## config.mk

```make
export PLATFORM = sky130hd
export DESIGN_NAME = branch_predictor_flat
export DESIGN_NICKNAME = d
export VERILOG_FILES = /design/src/rtl/branch_predictor_pkg.sv /design/src/rtl/branch_predictor_if.sv /design/src/rtl/bp_sat_ctr.sv /design/src/rtl/branch_predictor.sv /design/src/flat_wrapper.sv
export SDC_FILE = /design/constraint.sdc
export NUM_CORES = 2
export LEC_CHECK = 0
export BUFFER_PORTS_ARGS = -buffer_cell sky130_fd_sc_hd__buf_4
export CAP_MARGIN = 10
export CORE_ASPECT_RATIO = 0.5
export CORE_UTILIZATION = 50
export DETAILED_ROUTE_END_ITERATION = 6
export HOLD_SLACK_MARGIN = 0.1
export PLACE_DENSITY = 0.75
export SLEW_MARGIN = 30
export SYNTH_ARGS = -nofsm -noshare
export SYNTH_HDL_FRONTEND = slang
export SYNTH_SLANG_ARGS = --single-unit
```

## constraint.sdc

```tcl
create_clock -name clk -period 10.4 [get_ports clk]
set_input_delay 1.04 -clock clk [delete_from_list [all_inputs] [get_ports clk]]
set_output_delay 1.04 -clock clk [all_outputs]
set_load 0.01 [all_outputs]
```

## src/rtl/branch_predictor_pkg.sv

```systemverilog
// Shared types and constants for the BTB-based branch predictor.
// Holds the table geometry, 2-bit counter encodings and PC field helpers.
package arm_bp_pkg;

  localparam int BTB_ENTRIES = 16;
  localparam int IDX_W       = 4;
  localparam int TAG_W       = 26;

  typedef enum logic [1:0] {
    SNT = 2'b00,
    WNT = 2'b01,
    WT  = 2'b10,
    ST  = 2'b11
  } ctr_e;

  typedef struct packed {
    logic             valid;
    logic [TAG_W-1:0] tag;
    logic [31:0]      target;
    ctr_e             ctr;
  } btb_entry_t;

  // Word-aligned PCs: index skips the two byte-offset bits.
  function automatic logic [IDX_W-1:0] pc_idx(input logic [31:0] pc);
    return pc[IDX_W+1:2];
  endfunction

  function automatic logic [TAG_W-1:0] pc_tag(input logic [31:0] pc);
    return pc[31:IDX_W+2];
  endfunction

endpackage

```

## src/rtl/branch_predictor_if.sv

```systemverilog
// Fetch lookup and E2 resolve signals of the branch predictor.
// Valid/ready: no backpressure; ValidE2 qualifies E2 inputs each cycle, outputs are combinational.
interface bp_if;
  logic [31:0] PCF;
  logic        PredTakenF;
  logic [31:0] NextPCF;
  logic        ValidE2;
  logic        BranchE2;
  logic        ActualTakenE2;
  logic [31:0] PCE2;
  logic [31:0] BranchTargetE2;
  logic        PredTakenE2;
  logic [31:0] PredTargetE2;
  logic        BranchCorrect;
  logic        RedirectE2;
  logic [31:0] RedirectPCE2;
  logic [15:0] BranchCount;
  logic [15:0] MispredictCount;

  modport master (
    output PCF, ValidE2, BranchE2, ActualTakenE2, PCE2, BranchTargetE2,
           PredTakenE2, PredTargetE2,
    input  PredTakenF, NextPCF, BranchCorrect, RedirectE2, RedirectPCE2,
           BranchCount, MispredictCount
  );

  modport slave (
    input  PCF, ValidE2, BranchE2, ActualTakenE2, PCE2, BranchTargetE2,
           PredTakenE2, PredTargetE2,
    output PredTakenF, NextPCF, BranchCorrect, RedirectE2, RedirectPCE2,
           BranchCount, MispredictCount
  );
endinterface

```

## src/rtl/bp_sat_ctr.sv

```systemverilog
// Next-state function of a 2-bit saturating direction counter.
module bp_sat_ctr
  import arm_bp_pkg::*;
(
  input  ctr_e ctr,
  input  logic taken,
  output ctr_e next_ctr
);

  always_comb begin
    next_ctr = ctr;
    case (ctr)
      SNT: next_ctr = taken ? WNT : SNT;
      WNT: next_ctr = taken ? WT  : SNT;
      WT:  next_ctr = taken ? ST  : WNT;
      ST:  next_ctr = taken ? ST  : WT;
    endcase
  end

endmodule

```

## src/rtl/branch_predictor.sv

```systemverilog
// 16-entry direct-mapped BTB with 2-bit counters: combinational fetch lookup,
// E2 resolve/mispredict detection, table training and saturating perf counters.
module branch_predictor
  import arm_bp_pkg::*;
(
  input  logic clk,
  input  logic reset,
  bp_if.slave  bus
);

  btb_entry_t btb [BTB_ENTRIES];

  btb_entry_t       lk_entry;
  btb_entry_t       up_entry;
  logic [IDX_W-1:0] up_idx;
  logic             lk_hit;
  logic             up_tag_match;
  logic             up_hit;
  logic             mispredict;
  ctr_e             up_ctr_next;
  logic [15:0]      branch_cnt;
  logic [15:0]      mispredict_cnt;

  // Lookup reads the registered table, so a same-cycle update is not bypassed.
  assign lk_entry = btb[pc_idx(bus.PCF)];
  assign lk_hit   = lk_entry.valid && (lk_entry.tag == pc_tag(bus.PCF));

  assign bus.PredTakenF = lk_hit && lk_entry.ctr[1];
  assign bus.NextPCF    = bus.PredTakenF ? lk_entry.target : bus.PCF + 32'd4;

  assign up_idx       = pc_idx(bus.PCE2);
  assign up_entry     = btb[up_idx];
  assign up_tag_match = (up_entry.tag == pc_tag(bus.PCE2));
  assign up_hit       = up_entry.valid && up_tag_match;

  // A non-branch predicted taken means a BTB alias steered fetch wrongly.
  always_comb begin
    mispredict = 1'b0;
    if (bus.ValidE2) begin
      if (bus.BranchE2)
        mispredict = (bus.PredTakenE2 != bus.ActualTakenE2) ||
                     (bus.PredTakenE2 && bus.ActualTakenE2 &&
                      (bus.PredTargetE2 != bus.BranchTargetE2));
      else
        mispredict = bus.PredTakenE2;
    end
  end

  assign bus.BranchCorrect   = !mispredict;
  assign bus.RedirectE2      = mispredict;
  assign bus.RedirectPCE2    = (bus.ActualTakenE2 && bus.BranchE2) ?
                               bus.BranchTargetE2 : bus.PCE2 + 32'd4;
  assign bus.BranchCount     = branch_cnt;
  assign bus.MispredictCount = mispredict_cnt;

  bp_sat_ctr u_sat_ctr (
    .ctr      (up_entry.ctr),
    .taken    (bus.ActualTakenE2),
    .next_ctr (up_ctr_next)
  );

  always_ff @(posedge clk) begin
    if (!reset) begin
      for (int i = 0; i < BTB_ENTRIES; i++) begin
        btb[i] <= '{valid: 1'b0, tag: '0, target: '0, ctr: WNT};
      end
      branch_cnt     <= '0;
      mispredict_cnt <= '0;
    end else if (bus.ValidE2) begin
      if (bus.BranchE2) begin
        if (up_hit) begin
          btb[up_idx].ctr <= up_ctr_next;
          if (bus.ActualTakenE2) btb[up_idx].target <= bus.BranchTargetE2;
        end else if (bus.ActualTakenE2) begin
          btb[up_idx] <= '{valid: 1'b1, tag: pc_tag(bus.PCE2),
                           target: bus.BranchTargetE2, ctr: WT};
        end
        if (branch_cnt != 16'hFFFF) branch_cnt <= branch_cnt + 16'd1;
      end else if (bus.PredTakenE2 && up_tag_match) begin
        btb[up_idx].valid <= 1'b0;
      end
      if (mispredict && (mispredict_cnt != 16'hFFFF))
        mispredict_cnt <= mispredict_cnt + 16'd1;
    end
  end

endmodule

```

## src/flat_wrapper.sv

```systemverilog
// flat-port wrapper written by rule: the top's interface ports become plain ports
module branch_predictor_flat import arm_bp_pkg::*;
  (clk, reset, bus_PCF, bus_ValidE2, bus_BranchE2, bus_ActualTakenE2, bus_PCE2, bus_BranchTargetE2, bus_PredTakenE2, bus_PredTargetE2, bus_PredTakenF, bus_NextPCF, bus_BranchCorrect, bus_RedirectE2, bus_RedirectPCE2, bus_BranchCount, bus_MispredictCount);
  bp_if bus_i ();
  input  logic clk;
  input  logic reset;
  input wire logic [$bits(bus_i.PCF)-1:0] bus_PCF;
  input wire logic [$bits(bus_i.ValidE2)-1:0] bus_ValidE2;
  input wire logic [$bits(bus_i.BranchE2)-1:0] bus_BranchE2;
  input wire logic [$bits(bus_i.ActualTakenE2)-1:0] bus_ActualTakenE2;
  input wire logic [$bits(bus_i.PCE2)-1:0] bus_PCE2;
  input wire logic [$bits(bus_i.BranchTargetE2)-1:0] bus_BranchTargetE2;
  input wire logic [$bits(bus_i.PredTakenE2)-1:0] bus_PredTakenE2;
  input wire logic [$bits(bus_i.PredTargetE2)-1:0] bus_PredTargetE2;
  output wire logic [$bits(bus_i.PredTakenF)-1:0] bus_PredTakenF;
  output wire logic [$bits(bus_i.NextPCF)-1:0] bus_NextPCF;
  output wire logic [$bits(bus_i.BranchCorrect)-1:0] bus_BranchCorrect;
  output wire logic [$bits(bus_i.RedirectE2)-1:0] bus_RedirectE2;
  output wire logic [$bits(bus_i.RedirectPCE2)-1:0] bus_RedirectPCE2;
  output wire logic [$bits(bus_i.BranchCount)-1:0] bus_BranchCount;
  output wire logic [$bits(bus_i.MispredictCount)-1:0] bus_MispredictCount;
  assign bus_i.PCF = bus_PCF;
  assign bus_i.ValidE2 = bus_ValidE2;
  assign bus_i.BranchE2 = bus_BranchE2;
  assign bus_i.ActualTakenE2 = bus_ActualTakenE2;
  assign bus_i.PCE2 = bus_PCE2;
  assign bus_i.BranchTargetE2 = bus_BranchTargetE2;
  assign bus_i.PredTakenE2 = bus_PredTakenE2;
  assign bus_i.PredTargetE2 = bus_PredTargetE2;
  assign bus_PredTakenF = bus_i.PredTakenF;
  assign bus_NextPCF = bus_i.NextPCF;
  assign bus_BranchCorrect = bus_i.BranchCorrect;
  assign bus_RedirectE2 = bus_i.RedirectE2;
  assign bus_RedirectPCE2 = bus_i.RedirectPCE2;
  assign bus_BranchCount = bus_i.BranchCount;
  assign bus_MispredictCount = bus_i.MispredictCount;
  branch_predictor u_core (.clk(clk), .reset(reset), .bus(bus_i));
endmodule
```

# Yosys cells after proc, flatten, opt, wreduce, memory -nomap -nowiden
# Memories as Yosys holds them, arrays and structs flattened.
# Index checks and enable logic that the tools add are counted.
[totals]
ff_bits = 32
ramBits = 976
inputBits = 134
output_inout_bits = 99
wordCells = 70
n_memories = 1
[memory_table]
columns = ["name", "words", "width", "rd", "rd_ports_with_merged_regs", "wr", "line", "rtl"]
rows = [
  ["u_core.btb", 16, 61, 2, 0, 16, "branch_predictor.sv:11", "btb_entry_t btb [BTB_ENTRIES];"],
]
[op_classes]
n_addsub = 4
n_eq_ne = 9
mux = 37
bitwise_logic = 3
n_reduce_logical = 14
[ops]
columns = ["op", "n"]
rows = [
  ["32-bit 2-to-1 mux", 3],
  ["32-bit by 3-bit adder with 32-bit output (second input constant)", 2],
  ["61-bit 2-to-1 mux", 1],
  ["61-bit OR reduction", 1],
  ["26-bit equality test", 2],
  ["16-bit by 1-bit adder with 16-bit output (second input constant)", 2],
  ["16-bit != test (second input constant)", 2],
  ["32-bit != test", 1],
  ["1-bit 2-to-1 mux", 27],
  ["1-bit logical AND", 8],
  ["4-bit 2-to-1 mux", 2],
  ["2-bit case mux with 4 select lines", 1],
  ["2-bit 2-to-1 mux", 3],
  ["2-bit equality test (second input constant)", 2],
  ["1-bit OR", 3],
  ["3-bit AND reduction", 1],
  ["2-bit by 1-bit equality test with 1-bit output (second input constant)", 1],
  ["2-bit logical NOT", 1],
  ["2-bit AND reduction", 1],
  ["1-bit logical NOT", 1],
  ["1-bit logical OR", 1],
  ["1-bit != test", 1],
]

# Depth between registers and ports, before layout
# An unclocked memory read counts as a cell.
[logic_depth]
ltp_word = 11
mapped_depth = 16
depth_no_buf = 10

# Cells and area by module
# From an unflattened synthesis, not the netlist that was laid out.
[unflattened]
hier_cells = 3562
hier_area_um2 = 51777.2
[modules_own_cells]
columns = ["mod", "instances", "cells_per_inst", "area_each_um2", "seq_area_each_um2"]
rows = [
  ["branch_predictor", 1, 3559, 51750.9, 29948.7],
  ["bp_sat_ctr", 1, 3, 26.3, 0.0],
]

# Worst setup path before layout
# No wires, ideal clock.
[synth_timing]
path_kind = "input to register"
startpoint = "input port bus_PCE2[2]"
endpoint = "memory u_core.btb[0][60] (netlist bit), enable pin"
setup_ns = 0.304
arrival_ns = 5.480
slack_ns = 4.616
cell_stages = 12
n_path_buf = 6
path_cell_list = "buf_2 -> buf_6 -> buf_4 -> buf_4 -> mux4_2 -> mux4_2 -> nand4b_1 -> nor4_2 -> buf_2 -> buf_2 -> o21ai_0 -> o21bai_1"
[synth_lines]
columns = ["item", "line", "rtl"]
rows = [
  ["start: declaration", "flat_wrapper.sv:11", "input wire logic [$bits(bus_i.PCE2)-1:0] bus_PCE2;"],
  ["end: declaration", "branch_predictor.sv:11", ""],
]

# Final worst setup path
[layout_timing]
startpoint = "input port bus_PCF[2]"
endpoint = "output port bus_NextPCF[8]"
[layout_via]
elab_chain_cells = 5
[layout_rtl]
columns = ["item", "line", "rtl"]
rows = [
  ["start: declaration", "flat_wrapper.sv:7", "input wire logic [$bits(bus_i.PCF)-1:0] bus_PCF;"],
  ["memory read 16 x 61 bit", "n/a", ""],
  ["26-bit equality test", "branch_predictor.sv:26", "assign lk_hit = lk_entry.valid && (lk_entry.tag == pc_tag(bus.PCF));"],
  ["1-bit logical AND", "branch_predictor.sv:26", ""],
  ["1-bit logical AND", "branch_predictor.sv:28", "assign bus.PredTakenF = lk_hit && lk_entry.ctr[1];"],
  ["32-bit 2-to-1 mux *", "branch_predictor.sv:29", "assign bus.NextPCF = bus.PredTakenF ? lk_entry.target : bus.PCF + 32'd4;"],
  ["end: declaration", "flat_wrapper.sv:16", "output wire logic [$bits(bus_i.NextPCF)-1:0] bus_NextPCF;"],
]
# Mark *: on every way between the ends. The rest lies on a longest branch, timed or not.

==> reports/qor.yml <==
cts:
  h-tree-depth: 3
  post-cts-setup-buffers: 0
  clock-root-buffer: "clkbuf_16"
  insertion_delay_ns: 0.71
  ctsResizeCount: 0
  clkTransAtPathRegs_ns: 0.06
  cts_tree: "yes"
  cts_buffers: 93
  clock_path_buffers: 3
  cts.sinks: 1008
  hold_buffers: 0
setup_path:
  r2r-end: "u_core.btb[13][1]$_SDFFCE_PN0P_"
  critPathKind: "in2out"
  rr_worst_depth: 12
  cpMostUsedCell: "buf_4"
  path_cells: "buf_8 -> buf_6 -> mux4_2 -> a21o_1 -> a222oi_1 -> xor2_1 -> nand4_1 -> nor4b_1 -> nor4b_4 -> buf_4 -> mux2_2 -> buf_4"
  startpoint_type: "input pin"
  max_stage_delay_ns: 0.68
  cp_max_fo: 64
  worst_path_max_delay_cell: "a222oi_1"
  end_kind: "output port"
  regToRegSetupSlack_ns: 5.41
  reg2reg_from: "u_core.btb[8][52]$_SDFFCE_PN0P_"
  critPathArrivalTime_ns: 5.83
  cp_data_required_time_ns: 9.36
synthesis:
  syn_inst: 3636
  synth_area_um2: 52200
  yosys-top-cells-area: "edfxtp_1, mux4_2, and2_1, and3_1, xnor2_1"
  yosys.area.top_type: "edfxtp_1"
  synth_nets: 3778
  syn_avg_cell_area_um2: 14.4
  synthFlopType: "edfxtp_1"
  synth_seq_cells: 1008
  synth_cell_type_count: 66
  yosysSeqAreaShare_pct: 57.3
  synth_edf_count: 976
  ys_async_sr_fraction_pct: 0
  yosysTopAreaCellShare_pct: 56.1
  synth-warning-count: 0
min_path:
  hold-path-cell-count: 2
  hold_class: "reg2reg"
  holdPathEnd: "u_core.bus.MispredictCount[14]$_SDFFE_PN0P_"
  worstHoldStart: "u_core.bus.MispredictCount[14]$_SDFFE_PN0P_"
die:
  start_util_pct: 50.7
  die_w_um: 459
  row_count: 83
  die-area_um2: 106000
  io_pins: 233
  die_height_um: 231
  core-area_um2: 103000
run_status:
  status: "finished, final reports clean"
final_layout:
  final_cell_mix: "edfxtp_1, and2_1, and3_1, mux4_2, buf_4"
  syn_to_final_growth_pct: 11.1
  final_nets: 3812
  fin_util_pct: 56.3
  final_common_cell: "edfxtp_1"
  drive_gt1_share_pct: 24.5
route:
  drc_errors: 0
  ant_nets: 0
  drt-pass1-iter-count: 7
  drtIter0Drc: 6403
  wirelength_um: 170000
  via_count: 35300
  wl_per_cell_um: 32.9
  viasPerCell: 6.85
timing:
  setup_viol_count_final: 0
  rsz0062_at_grt: "false"
  tightest_slew_ns: 1.13
  worst_slack_ns: 3.53
  hold_viol: 0
  slew_violations: 0
  min_period_ns: 6.87
  fmax_ghz: 0.146
  fin_tns_setup_ns: 0
  period_share_pct: 66.1
  fin_skew_ns: 0.0279
  slew_headroom_pct: 24.4
global_routing:
  grt_max_degree: 131
  grt_pass1_wl_um: 241000
  grt_util_all_layers_pct: 31.9
  grt_remaining_overflow: 0
  grt_pass1_vias: 34100
  antenna_found_initial: 11
run:
  drv_cap: 0
pwr:
  peakVddDrop_uv: 133
  p_leak_nw: 21.3
  power.density_nw_per_um2: 158
placed_design:
  port_buffers: 232
  preCtsSetupSlack_ns: 3.42
  hpwl_um: 95600
  gp_congestion: 0.959
==> per-stage QoR <==
stage	instances	power [W]	hold slack, ns	area (um2)
CTS	5146	0.00914	0.504	58000
global placement	4975	0.00583	0.483	55100
detailed placement	4976	0.00586	0.493	55100
global route	5150	0.00937	0.538	58000
finish	5153	0.00917	0.506	58000
floorplan	3636	0.00542	0.510	52200
==> cells by family after synthesis <==
kind of cell | synth area share, %
flops | 57.3
xor+xnor | 2.83
fa+ha+maj | 0.192
mux | 18.6
compound gates | 2.95
buf+inv | 3.27
simple gates | 14.8
==> synthesized netlist by cell type, types with 8 or more instances <==
library cell / number
o21ai_0: 80
a21oi_1: 25
buf_1: 18
a221oi_1: 12
and2_1: 490
nand2_1: 115
buf_2: 80
edfxtp_1: 976
buf_4: 11
xor2_1: 54
inv_1: 12
nand4_1: 46
xnor2_1: 115
buf_6: 13
o21bai_1: 29
nor3_1: 51
and3_1: 424
a211oi_1: 24
nor2_1: 84
mux4_2: 368
a22oi_1: 12
mux2_2: 53
dfxtp_1: 32
nor2b_1: 14
or3_1: 12
ha_1: 8
nand3_1: 55
clkbuf_1: 251
mux2i_1: 85
o22ai_1: 9
==> flip-flops by register name, indices dropped and copies added, names as in the netlist <==
signal                      flops
u_core.btb                    976
u_core.bus.BranchCount         16
u_core.bus.MispredictCount     16
==> worst max path at each step <==
stage / start / endpoint / slack [ns] / depth (start not counted)
floorplan: bus_PCE2[2] / u_core.btb[0][60]$_SDFFCE_PN0P_ / 4.62 / 12
global placement: bus_PCF[2] / bus_NextPCF[5] / 3.51 / 12
detailed placement: bus_PCF[2] / bus_NextPCF[7] / 3.42 / 12
CTS: bus_PCF[2] / bus_NextPCF[7] / 3.45 / 12
global route: bus_PCF[2] / bus_NextPCF[24] / 3.35 / 12
finish: bus_PCF[2] / bus_NextPCF[8] / 3.53 / 12
==> final cells by class <==
class                   instances  area (um2)
clock buffers                 121        2470
clock inverters                49         405
flip-flops and latches       1008       29900
inverters                      15        56.3
fillers                      7961       45000
diodes                          6        15.0
multi-input cells            2239       20900
well taps                    1402        1750
repair buffers                313        2450
==> critical path: cells and delay by family <==
| kind | cells | cell delay (ns) |
|---|---|---|
| AND/OR/NAND/NOR | 3 | 0.63 |
| AO/OA/AOI/OAI | 2 | 0.87 |
| XOR/XNOR | 1 | 0.28 |
| multiplexers | 2 | 1.00 |
| buffers and inverters | 4 | 1.81 |
==> power breakdown <==
part	leakage [nW]	internal, W	switching [W]
Clock	1.41	0.00183	0.00153
Sequential	9.55	0.00465	0.0000839
Combinational	10.3	0.000433	0.000646
Total	21.3	0.00691	0.00226
==> metal layers <==
layer | vias up | global-route usage, % | wire [um]
met4 | 4 | 15.9 | 10100
li1 | 14000 | - | -
met1 | 17600 | 41.0 | 57400
met3 | 568 | 9.84 | 24800
met2 | 3017 | 49.2 | 77300
met5 | - | 0 | 26
(Power assumes the default switching activity.)
